[config.mk]
export PLATFORM = sky130hd
export DESIGN_NAME = weight_buffer_ctrl
export DESIGN_NICKNAME = d
export VERILOG_FILES = /design/src/rtl/weight_buffer_ctrl.sv
export SDC_FILE = /design/constraint.sdc
export NUM_CORES = 1
export LEC_CHECK = 0
export CORE_MARGIN = 2
export CORE_UTILIZATION = 49
export DETAILED_ROUTE_END_ITERATION = 12
export PLACE_DENSITY = 0.91
export SETUP_SLACK_MARGIN = 0.05
export SYNTH_ARGS = -nofsm -noshare
export SYNTH_HDL_FRONTEND = slang
export SYNTH_SLANG_ARGS = --single-unit
[constraint.sdc]
create_clock -name clk -period 7.8 [get_ports clk]
set_clock_uncertainty 0.2 [all_clocks]
set_input_delay 1.17 -clock clk [delete_from_list [all_inputs] [get_ports clk]]
set_output_delay 1.17 -clock clk [all_outputs]
set_load 0.02 [all_outputs]
[src/rtl/weight_buffer_ctrl.sv]
// weight_buffer_ctrl
//   Sequences weight loading from memory into the per-kernel weight buffers.
//   Each kernel group takes NUM_RDATA consecutive rows. Every returned row is
//   split into NUM_KERNEL slices and shifted into the buffers. The group is
//   then released to the compute engine once it reports ready.
//
// Ports
//   clk, rst              clock, synchronous active-high reset
//   i_start               one-cycle start pulse (ignored while busy)
//   i_cfg_base_addr       first row address, latched on accepted start
//   i_cfg_num_grp         number of kernel groups, latched on accepted start
//   o_mem_rd_en/o_mem_addr    memory read request, one row per cycle
//   i_mem_rd_data/i_mem_rd_val  in-order read return, latency >= 1
//   o_data_knK/o_data_knK_val   per-kernel row and shift-in strobe (K = 0..3)
//   i_pe_ready            compute engine can take a full kernel group
//   o_data_req            one-cycle release pulse to the PEs
//   o_busy, o_done, o_err status (o_err is sticky until reset)
//
// States
//   state     | meaning
//   S_IDLE    | waiting for i_start
//   S_FETCH   | issuing NUM_RDATA reads and collecting their return beats
//   S_WAIT_PE | group buffered, waiting for i_pe_ready
//   S_ISSUE   | o_data_req pulse, advance group counter
//   S_DONE    | o_done pulse, back to idle
module weight_buffer_ctrl #(
    parameter int DAT_WIDTH   = 8,
    parameter int NUM_KERNEL  = 4,
    parameter int NUM_CHANNEL = 3,
    parameter int NUM_RDATA   = 3,
    parameter int ADDR_WIDTH  = 16,
    parameter int GRP_WIDTH   = 8
) (
    input  logic                                      clk,
    input  logic                                      rst,
    input  logic                                      i_start,
    input  logic [ADDR_WIDTH-1:0]                     i_cfg_base_addr,
    input  logic [GRP_WIDTH-1:0]                      i_cfg_num_grp,
    output logic                                      o_mem_rd_en,
    output logic [ADDR_WIDTH-1:0]                     o_mem_addr,
    input  logic [DAT_WIDTH*NUM_CHANNEL*NUM_KERNEL-1:0] i_mem_rd_data,
    input  logic                                      i_mem_rd_val,
    output logic [DAT_WIDTH*NUM_CHANNEL-1:0]          o_data_kn0,
    output logic [DAT_WIDTH*NUM_CHANNEL-1:0]          o_data_kn1,
    output logic [DAT_WIDTH*NUM_CHANNEL-1:0]          o_data_kn2,
    output logic [DAT_WIDTH*NUM_CHANNEL-1:0]          o_data_kn3,
    output logic                                      o_data_kn0_val,
    output logic                                      o_data_kn1_val,
    output logic                                      o_data_kn2_val,
    output logic                                      o_data_kn3_val,
    input  logic                                      i_pe_ready,
    output logic                                      o_data_req,
    output logic                                      o_busy,
    output logic                                      o_done,
    output logic                                      o_err
);

    localparam int KW    = DAT_WIDTH * NUM_CHANNEL;
    localparam int CNT_W = $clog2(NUM_RDATA + 1);
    localparam logic [CNT_W-1:0] RD_LAST = CNT_W'(NUM_RDATA - 1);
    localparam logic [CNT_W-1:0] RD_ALL  = CNT_W'(NUM_RDATA);
    localparam logic [CNT_W-1:0] CNT_ONE = CNT_W'(1);

    typedef enum logic [2:0] {
        S_IDLE,
        S_FETCH,
        S_WAIT_PE,
        S_ISSUE,
        S_DONE
    } state_t;

    state_t                state;
    logic [ADDR_WIDTH-1:0] next_addr;   // address of the next read to issue
    logic [GRP_WIDTH-1:0]  num_grp;
    logic [GRP_WIDTH-1:0]  grp_cnt;
    logic [GRP_WIDTH-1:0]  grp_next;
    logic [CNT_W-1:0]      rd_left;     // reads still to issue after the current one
    logic [CNT_W-1:0]      beat_left;   // return beats still expected in this group
    logic                  beat_ok;

    assign grp_next = grp_cnt + 1'b1;

    // A beat is only usable while fetching and still owed to the current group.
    assign beat_ok = i_mem_rd_val && (state == S_FETCH) && (beat_left != '0);

    always_ff @(posedge clk) begin
        if (rst) begin
            state          <= S_IDLE;
            next_addr      <= '0;
            num_grp        <= '0;
            grp_cnt        <= '0;
            rd_left        <= '0;
            beat_left      <= '0;
            o_mem_rd_en    <= 1'b0;
            o_mem_addr     <= '0;
            o_data_kn0     <= '0;
            o_data_kn1     <= '0;
            o_data_kn2     <= '0;
            o_data_kn3     <= '0;
            o_data_kn0_val <= 1'b0;
            o_data_kn1_val <= 1'b0;
            o_data_kn2_val <= 1'b0;
            o_data_kn3_val <= 1'b0;
            o_data_req     <= 1'b0;
            o_busy         <= 1'b0;
            o_done         <= 1'b0;
            o_err          <= 1'b0;
        end else begin
            o_data_kn0_val <= 1'b0;
            o_data_kn1_val <= 1'b0;
            o_data_kn2_val <= 1'b0;
            o_data_kn3_val <= 1'b0;
            o_data_req     <= 1'b0;
            o_done         <= 1'b0;

            if (i_mem_rd_val && !beat_ok) begin
                o_err <= 1'b1;
            end

            if (beat_ok) begin
                o_data_kn0     <= i_mem_rd_data[0*KW +: KW];
                o_data_kn1     <= i_mem_rd_data[1*KW +: KW];
                o_data_kn2     <= i_mem_rd_data[2*KW +: KW];
                o_data_kn3     <= i_mem_rd_data[3*KW +: KW];
                o_data_kn0_val <= 1'b1;
                o_data_kn1_val <= 1'b1;
                o_data_kn2_val <= 1'b1;
                o_data_kn3_val <= 1'b1;
                beat_left      <= beat_left - 1'b1;
            end

            case (state)
                S_IDLE: begin
                    if (i_start) begin
                        num_grp <= i_cfg_num_grp;
                        grp_cnt <= '0;
                        o_busy  <= 1'b1;
                        if (i_cfg_num_grp != '0) begin
                            state       <= S_FETCH;
                            o_mem_rd_en <= 1'b1;
                            o_mem_addr  <= i_cfg_base_addr;
                            next_addr   <= i_cfg_base_addr + 1'b1;
                            rd_left     <= RD_LAST;
                            beat_left   <= RD_ALL;
                        end else begin
                            state  <= S_DONE;
                            o_done <= 1'b1;
                        end
                    end
                end

                S_FETCH: begin
                    if (rd_left != '0) begin
                        o_mem_rd_en <= 1'b1;
                        o_mem_addr  <= next_addr;
                        next_addr   <= next_addr + 1'b1;
                        rd_left     <= rd_left - 1'b1;
                    end else begin
                        o_mem_rd_en <= 1'b0;
                    end
                    if (beat_ok && beat_left == CNT_ONE) begin
                        state <= S_WAIT_PE;
                    end
                end

                S_WAIT_PE: begin
                    if (i_pe_ready) begin
                        state      <= S_ISSUE;
                        o_data_req <= 1'b1;
                    end
                end

                S_ISSUE: begin
                    grp_cnt <= grp_next;
                    if (grp_next == num_grp) begin
                        state  <= S_DONE;
                        o_done <= 1'b1;
                    end else begin
                        // Address keeps running from the previous group.
                        state       <= S_FETCH;
                        o_mem_rd_en <= 1'b1;
                        o_mem_addr  <= next_addr;
                        next_addr   <= next_addr + 1'b1;
                        rd_left     <= RD_LAST;
                        beat_left   <= RD_ALL;
                    end
                end

                S_DONE: begin
                    state  <= S_IDLE;
                    o_busy <= 1'b0;
                end

                default: begin
                    state <= S_IDLE;
                end
            endcase
        end
    end

endmodule

=== Yosys cells after proc, flatten, opt, wreduce, memory -nomap -nowiden ===
Index checks and enable logic that the tools add are counted.

* Input port bits: 125
* Logic and storage cells: 95
* Output and inout bits: 121
* Register bits: 157

* Reduce and logical (&&, ||, !) cells: 19
* Eq/ne operators: 12
* Bitwise logic cells: 1
* $add $sub $neg: 5
* Muxes and demuxes: 41

{| class="wikitable"
|+ Operators with widths
! kind !! count
|-
| 2-to-1 mux 16 bit || 8
|-
| one-hot mux 16 bit (3 select lines) || 2
|-
| adder 16 x 1 -> 16 bit, second input constant || 2
|-
| 2-to-1 mux 2 bit || 8
|-
| one-hot mux 8 bit (2 select lines) || 1
|-
| 2-to-1 mux 3 bit || 5
|-
| one-hot mux 3 bit (4 select lines) || 1
|-
| 2-to-1 mux 1 bit || 10
|-
| adder 8 x 1 -> 8 bit, second input constant || 1
|-
| equality test 8 bit || 1
|-
| 2-to-1 mux 8 bit || 1
|-
| != test 2 bit, second input constant || 4
|-
| nonzero test 2 bit || 4
|-
| nonzero test 8 bit || 1
|-
| equality test 3 x 2 -> 1 bit, second input constant || 2
|-
| one-hot mux 2 bit (3 select lines) || 1
|-
| AND reduction 2 bit || 3
|-
| AND reduction 5 bit || 1
|-
| logical AND 1 bit || 4
|-
| != test 2 x 1 -> 1 bit, second input constant || 2
|-
| one-hot mux 1 bit (2 select lines) || 2
|-
| one-hot mux 2 bit (2 select lines) || 1
|-
| AND reduction 4 bit || 1
|-
| subtractor 2 x 1 -> 2 bit, second input constant || 2
|-
| other kinds (10) || 10
|}

=== Depth between registers and ports, before layout ===
* Depth after elaboration: 7
* Mapped depth: 16
* Gate-level depth less buffers: 11

=== Least setup slack after synthesis ===
OpenSTA, ideal clock, no wires.

* Kind: flip-flop to flip-flop
* Start: register state[2]
* End: register next_addr[14]
* Path buffers: 5
* Slack: 4219 ps
* Required time: 7514 ps
* Arrival: 3295 ps
* Cell stages (with the launch flop): 17
* Clock period less this slack: 3581 ps
* Library setup time: 86 ps
* Path through: dfxtp_1 buf_2 nor2b_1 buf_2 clkbuf_1 buf_1 nand2_1 nand2_1 ha_1 clkbuf_1 nand2_1 nor4b_2 o22ai_1 a211o_1 mux2_2 nand2_1 a221oi_2

* Cells in the longest elaborated chain, start to end: 3
* Elaborated cells on any way between the ends: 10
* Those cells by class: eq/ne (6); mux (1); reduce/logical (3)

{| class="wikitable"
|+ Ends and longest elaborated chain
! item !! line !! text
|-
| start, declared || 72 || <nowiki>state_t state;</nowiki>
|-
| start signal, assigned || 88 || <nowiki>state <= S_IDLE;</nowiki>
|-
| start signal, assigned || 139 || <nowiki>state <= S_FETCH;</nowiki>
|-
| start signal, assigned || 146 || <nowiki>state <= S_DONE;</nowiki>
|-
| equality test 3 x 1 -> 1 bit (tied with other cells) || 132 || <nowiki>case (state)</nowiki>
|-
| != test 2 x 1 -> 1 bit (no line) (tied with other cells) || n/a ||
|-
| AND reduction 5 bit (no line) || n/a ||
|-
| end signal, assigned || 142 || <nowiki>next_addr <= i_cfg_base_addr + 1'b1;</nowiki>
|-
| end signal, assigned || 156 || <nowiki>next_addr <= next_addr + 1'b1;</nowiki>
|-
| end signal, assigned || 183 || <nowiki>next_addr <= next_addr + 1'b1;</nowiki>
|-
| end, declared || 73 || <nowiki>logic [ADDR_WIDTH-1:0] next_addr;</nowiki>
|}

Parallel ways exist; a longest one is shown, timed or not.
A chain may end at the register's enable or synchronous reset.

=== Worst setup path after layout ===
* Start: register state[0]
* End: register next_addr[14]

The elaborated chain is that of the path after synthesis.

==> results.json <==
{
  "status": "completed",
  "maxCapViolCount": 0,
  "final_common_cell": "nand2_1",
  "grt_pass1_vias": 6809,
  "cts.path.max_buffers": 2,
  "cts_resized": 0,
  "clk_pin_slew_ns": 0.06,
  "synth_top_family_by_area": "simple AND/OR/NAND/NOR gates",
  "combPwrFrac_pct": 22.3,
  "finalHoldViolations": 0,
  "internal_power_mw": 1.53,
  "synth_seq_area_share_pct": 45.8,
  "start_util_pct": 49.9,
  "grt_max_degree": 100,
  "worstSetupStartpoint": "state[0]$_SDFFE_PP0P_",
  "die_area_um2": 15000,
  "post-route-period-util_pct": 50.0,
  "pwr-share-clk_pct": 36.3,
  "critPathRequiredTime_ns": 7.95,
  "fmaxAchievable_ghz": 0.256,
  "cts.sinks": 157,
  "tns_ns": 0,
  "syn_to_final_growth_pct": 43.8,
  "route.detailed.drc": 0,
  "netlist_area_um2": 6870,
  "reg2reg_from": "state[0]$_SDFFE_PP0P_",
  "wirelength_mm": 22.0,
  "switching_power_mw": 0.660,
  "yosys.area_share.simple_pct": 26.9,
  "cts_tree": "done",
  "vdd_drop_max_uv": 162,
  "synth_mux_area_share_pct": 1.24,
  "ys_ff_latch": 157,
  "synth-edff-count": 0,
  "wire_per_inst_um": 17.0,
  "path_class": "reg2reg",
  "cts_root_buffer": "clkbuf_16",
  "cp_max_fo": 41,
  "syn_nets": 1030,
  "fp.dieW_um": 122,
  "crit_chain": "nor2b_2 -> buf_4 -> nand2_1 -> nand2_1 -> ha_1 -> nand2_1 -> nor4b_2 -> o22ai_1 -> a211o_1 -> mux2_2 -> nand2_1 -> a221oi_2",
  "arrival_ns": 4.05,
  "drt-vias-per-instance": 5.55,
  "sw_frac_of_total_pct": 30.1,
  "yosys_warnings": 0,
  "drt_pass1_iterations": 5,
  "hp-class": "reg2reg",
  "final_layout_size_suffix_gt1_share_pct": 4.93,
  "hold_start": "o_data_kn0[15]$_SDFFE_PP0P_",
  "dp_hpwl_mm": 14.9,
  "powerDensity_nw_per_um2": 222,
  "yosys.area_share.adder_pct": 0.911,
  "crit_slowest_cell": "dfxtp_1",
  "synth_cell_type_count": 60,
  "mostFrequentLayoutCells": "nand2_1, clkdlybuf4s50_1, dfxtp_1, a21oi_1, nor2_1",
  "finalCriticalPeriod_ns": 3.90,
  "worstMarginPinSlew_ns": 0.996,
  "cts_made_buffers": 17,
  "synth_xor_area_share_pct": 1.28,
  "cpPeakStageDelay_ns": 0.61,
  "ios": 246,
  "rsz0062_at_grt": "false",
  "htree_levels": 4,
  "rows": 43,
  "holdBufCountCts": 0,
  "cellLeakagePower_nw": 3.40,
  "fp.dieH_um": 122,
  "grt_pass1_wl_mm": 34.1,
  "grt_usage_pct": 29.2,
  "slew_headroom_pct": 33.6,
  "seq_power_share_pct": 41.4,
  "drt_iter0_drc": 708,
  "synth_area_per_cell_um2": 7.63,
  "setup_viol": 0,
  "ys.flop_type": "dfxtp_1",
  "async_reset_ff_share_pct": 0,
  "syn_inst": 900,
  "end_kind": "flip-flop",
  "antenna_found_initial": 2,
  "clk_latency_ns": 0.43,
  "grt.overflow.total": 0,
  "routed-via-count": 7183,
  "post_cts_buffers": 0,
  "cp_common_cell": "nand2_1",
  "worst_setup_path_start_kind": "flip-flop",
  "ant_nets": 0,
  "drv_slew": 0,
  "core_area_um2": 13800,
  "port_buffers": 245,
  "synth_compound_area_share_pct": 19.2,
  "nets": 1232,
  "gp_congestion": 0.965,
  "whs_ns": 0.253,
  "diodes": 0
}
## flip-flops by register name, indices dropped and copies added (netlist names)
| register | count |
|---|---|
| o_data_kn0 | 24 |
| rd_left | 2 |
| o_busy | 1 |
| o_data_kn2 | 24 |
| o_done | 1 |
| num_grp | 8 |
| next_addr | 16 |
| state | 3 |
| o_mem_rd_en | 1 |
| o_data_kn1 | 24 |
| beat_left | 2 |
| o_data_kn3_val | 1 |
| grp_cnt | 8 |
| o_mem_addr | 16 |
| o_data_req | 1 |
| o_err | 1 |
| o_data_kn3 | 24 |
## worst paths after layout
path	to	slack [ns]	cells after the start
worst max-delay path	next_addr[14]$_SDFFE_PP0P_	3.90	12
worst min-delay path	o_data_kn0[15]$_SDFFE_PP0P_	0.25	2
worst max register to register	next_addr[14]$_SDFFE_PP0P_	3.90	12
worst min register to register	o_data_kn0[15]$_SDFFE_PP0P_	0.25	2
## per-layer routing
metal | wire length, um | GRT usage [%] | vias up | share of wire [%]
li1 | - | - | 3487 | -
met1 | 7980 | 32.5 | 3283 | 36
met4 | 937 | 13.9 | 2 | 4.3
met5 | 11 | 0 | - | 0.050
met3 | 2230 | 11.2 | 65 | 10
met2 | 10800 | 49.0 | 346 | 49
## synth_stat cells, types with 3 or more instances
cell type | n | area (um2)
o211ai_1 | 3 | 22.5
nor3_1 | 12 | 60.1
a21oi_1 | 136 | 681
buf_2 | 10 | 50.1
inv_1 | 6 | 22.5
nand3_1 | 14 | 70.1
or4_1 | 3 | 22.5
nor2_1 | 62 | 233
nor3b_1 | 4 | 30.0
ha_1 | 5 | 62.6
and3_1 | 9 | 56.3
mux2_2 | 4 | 45.0
nand2b_1 | 3 | 18.8
a211oi_1 | 7 | 52.6
mux2i_1 | 4 | 40.0
o21ai_0 | 35 | 175
a311oi_1 | 14 | 123
o21a_1 | 3 | 22.5
nor4b_1 | 7 | 61.3
o31ai_1 | 8 | 60.1
o21bai_1 | 3 | 22.5
clkbuf_1 | 48 | 180
nor4_1 | 5 | 31.3
or3_1 | 4 | 25.0
nand2_1 | 262 | 983
nand4_1 | 5 | 31.3
buf_1 | 4 | 15.0
nor2b_1 | 7 | 43.8
dfxtp_1 | 157 | 3140
buf_4 | 5 | 37.5
a31oi_1 | 6 | 37.5
xor2_1 | 4 | 35.0
xnor2_1 | 6 | 52.6
## final cells by class
| class | instances | area, um2 |
|---|---|---|
| fill | 997 | 3900 |
| inverter | 6 | 22.5 |
| clock inverter | 12 | 113 |
| clock buffer | 20 | 457 |
| tap | 180 | 225 |
| sequential | 157 | 3140 |
| timing repair buffer | 252 | 2500 |
| multi-input combinational | 668 | 3410 |
## power groups by stage
stage	clock, mW	combinational (mW)	sequential [mW]
after CTS	0.805	0.486	0.906
after global placement	0	0.472	0.921
final	0.797	0.489	0.907
after detailed placement	0	0.480	0.924
after floorplan	0	0.232	0.964
after global routing	0.842	0.530	0.914
## cell families (layout without fill, tap and decap cells)
logic type               after synthesis  after routing
AO/OA/AOI/OAI                        229            229
multiplexers                           8              8
flip-flops                           157            157
AND/OR/NAND/NOR                      416            416
XOR/XNOR                              10             10
adder cells (fa/ha/maj)                5              5
buffers and inverters                 75            290
## stage by stage
step / util [%] / worst slack, ns / instances / total power, mW / instance area (um2)
6_report: 71.7 / 3.90 / 1295 / 2.19 / 9880
5_1_grt: 71.7 / 3.64 / 1295 / 2.29 / 9880
4_1_cts: 71.7 / 3.97 / 1295 / 2.20 / 9880
3_5_place_dp: 67.6 / 3.72 / 1263 / 1.40 / 9310
3_3_place_gp: 67.6 / 3.83 / 1263 / 1.39 / 9310
2_1_floorplan: - / 4.22 / 900 / 1.20 / 6870
## worst max-delay path: cells and delay by family, from the launching register on
family / cells / cell delay, ns
multiplexers: 1 / 0.24
adder cells (fa/ha/maj): 1 / 0.32
AND/OR/NAND/NOR: 6 / 1.12
flip-flops: 1 / 0.61
AO/OA/AOI/OAI: 3 / 0.86
buffers and inverters: 1 / 0.43
No activity file was read; power rests on OpenSTA's default activity.
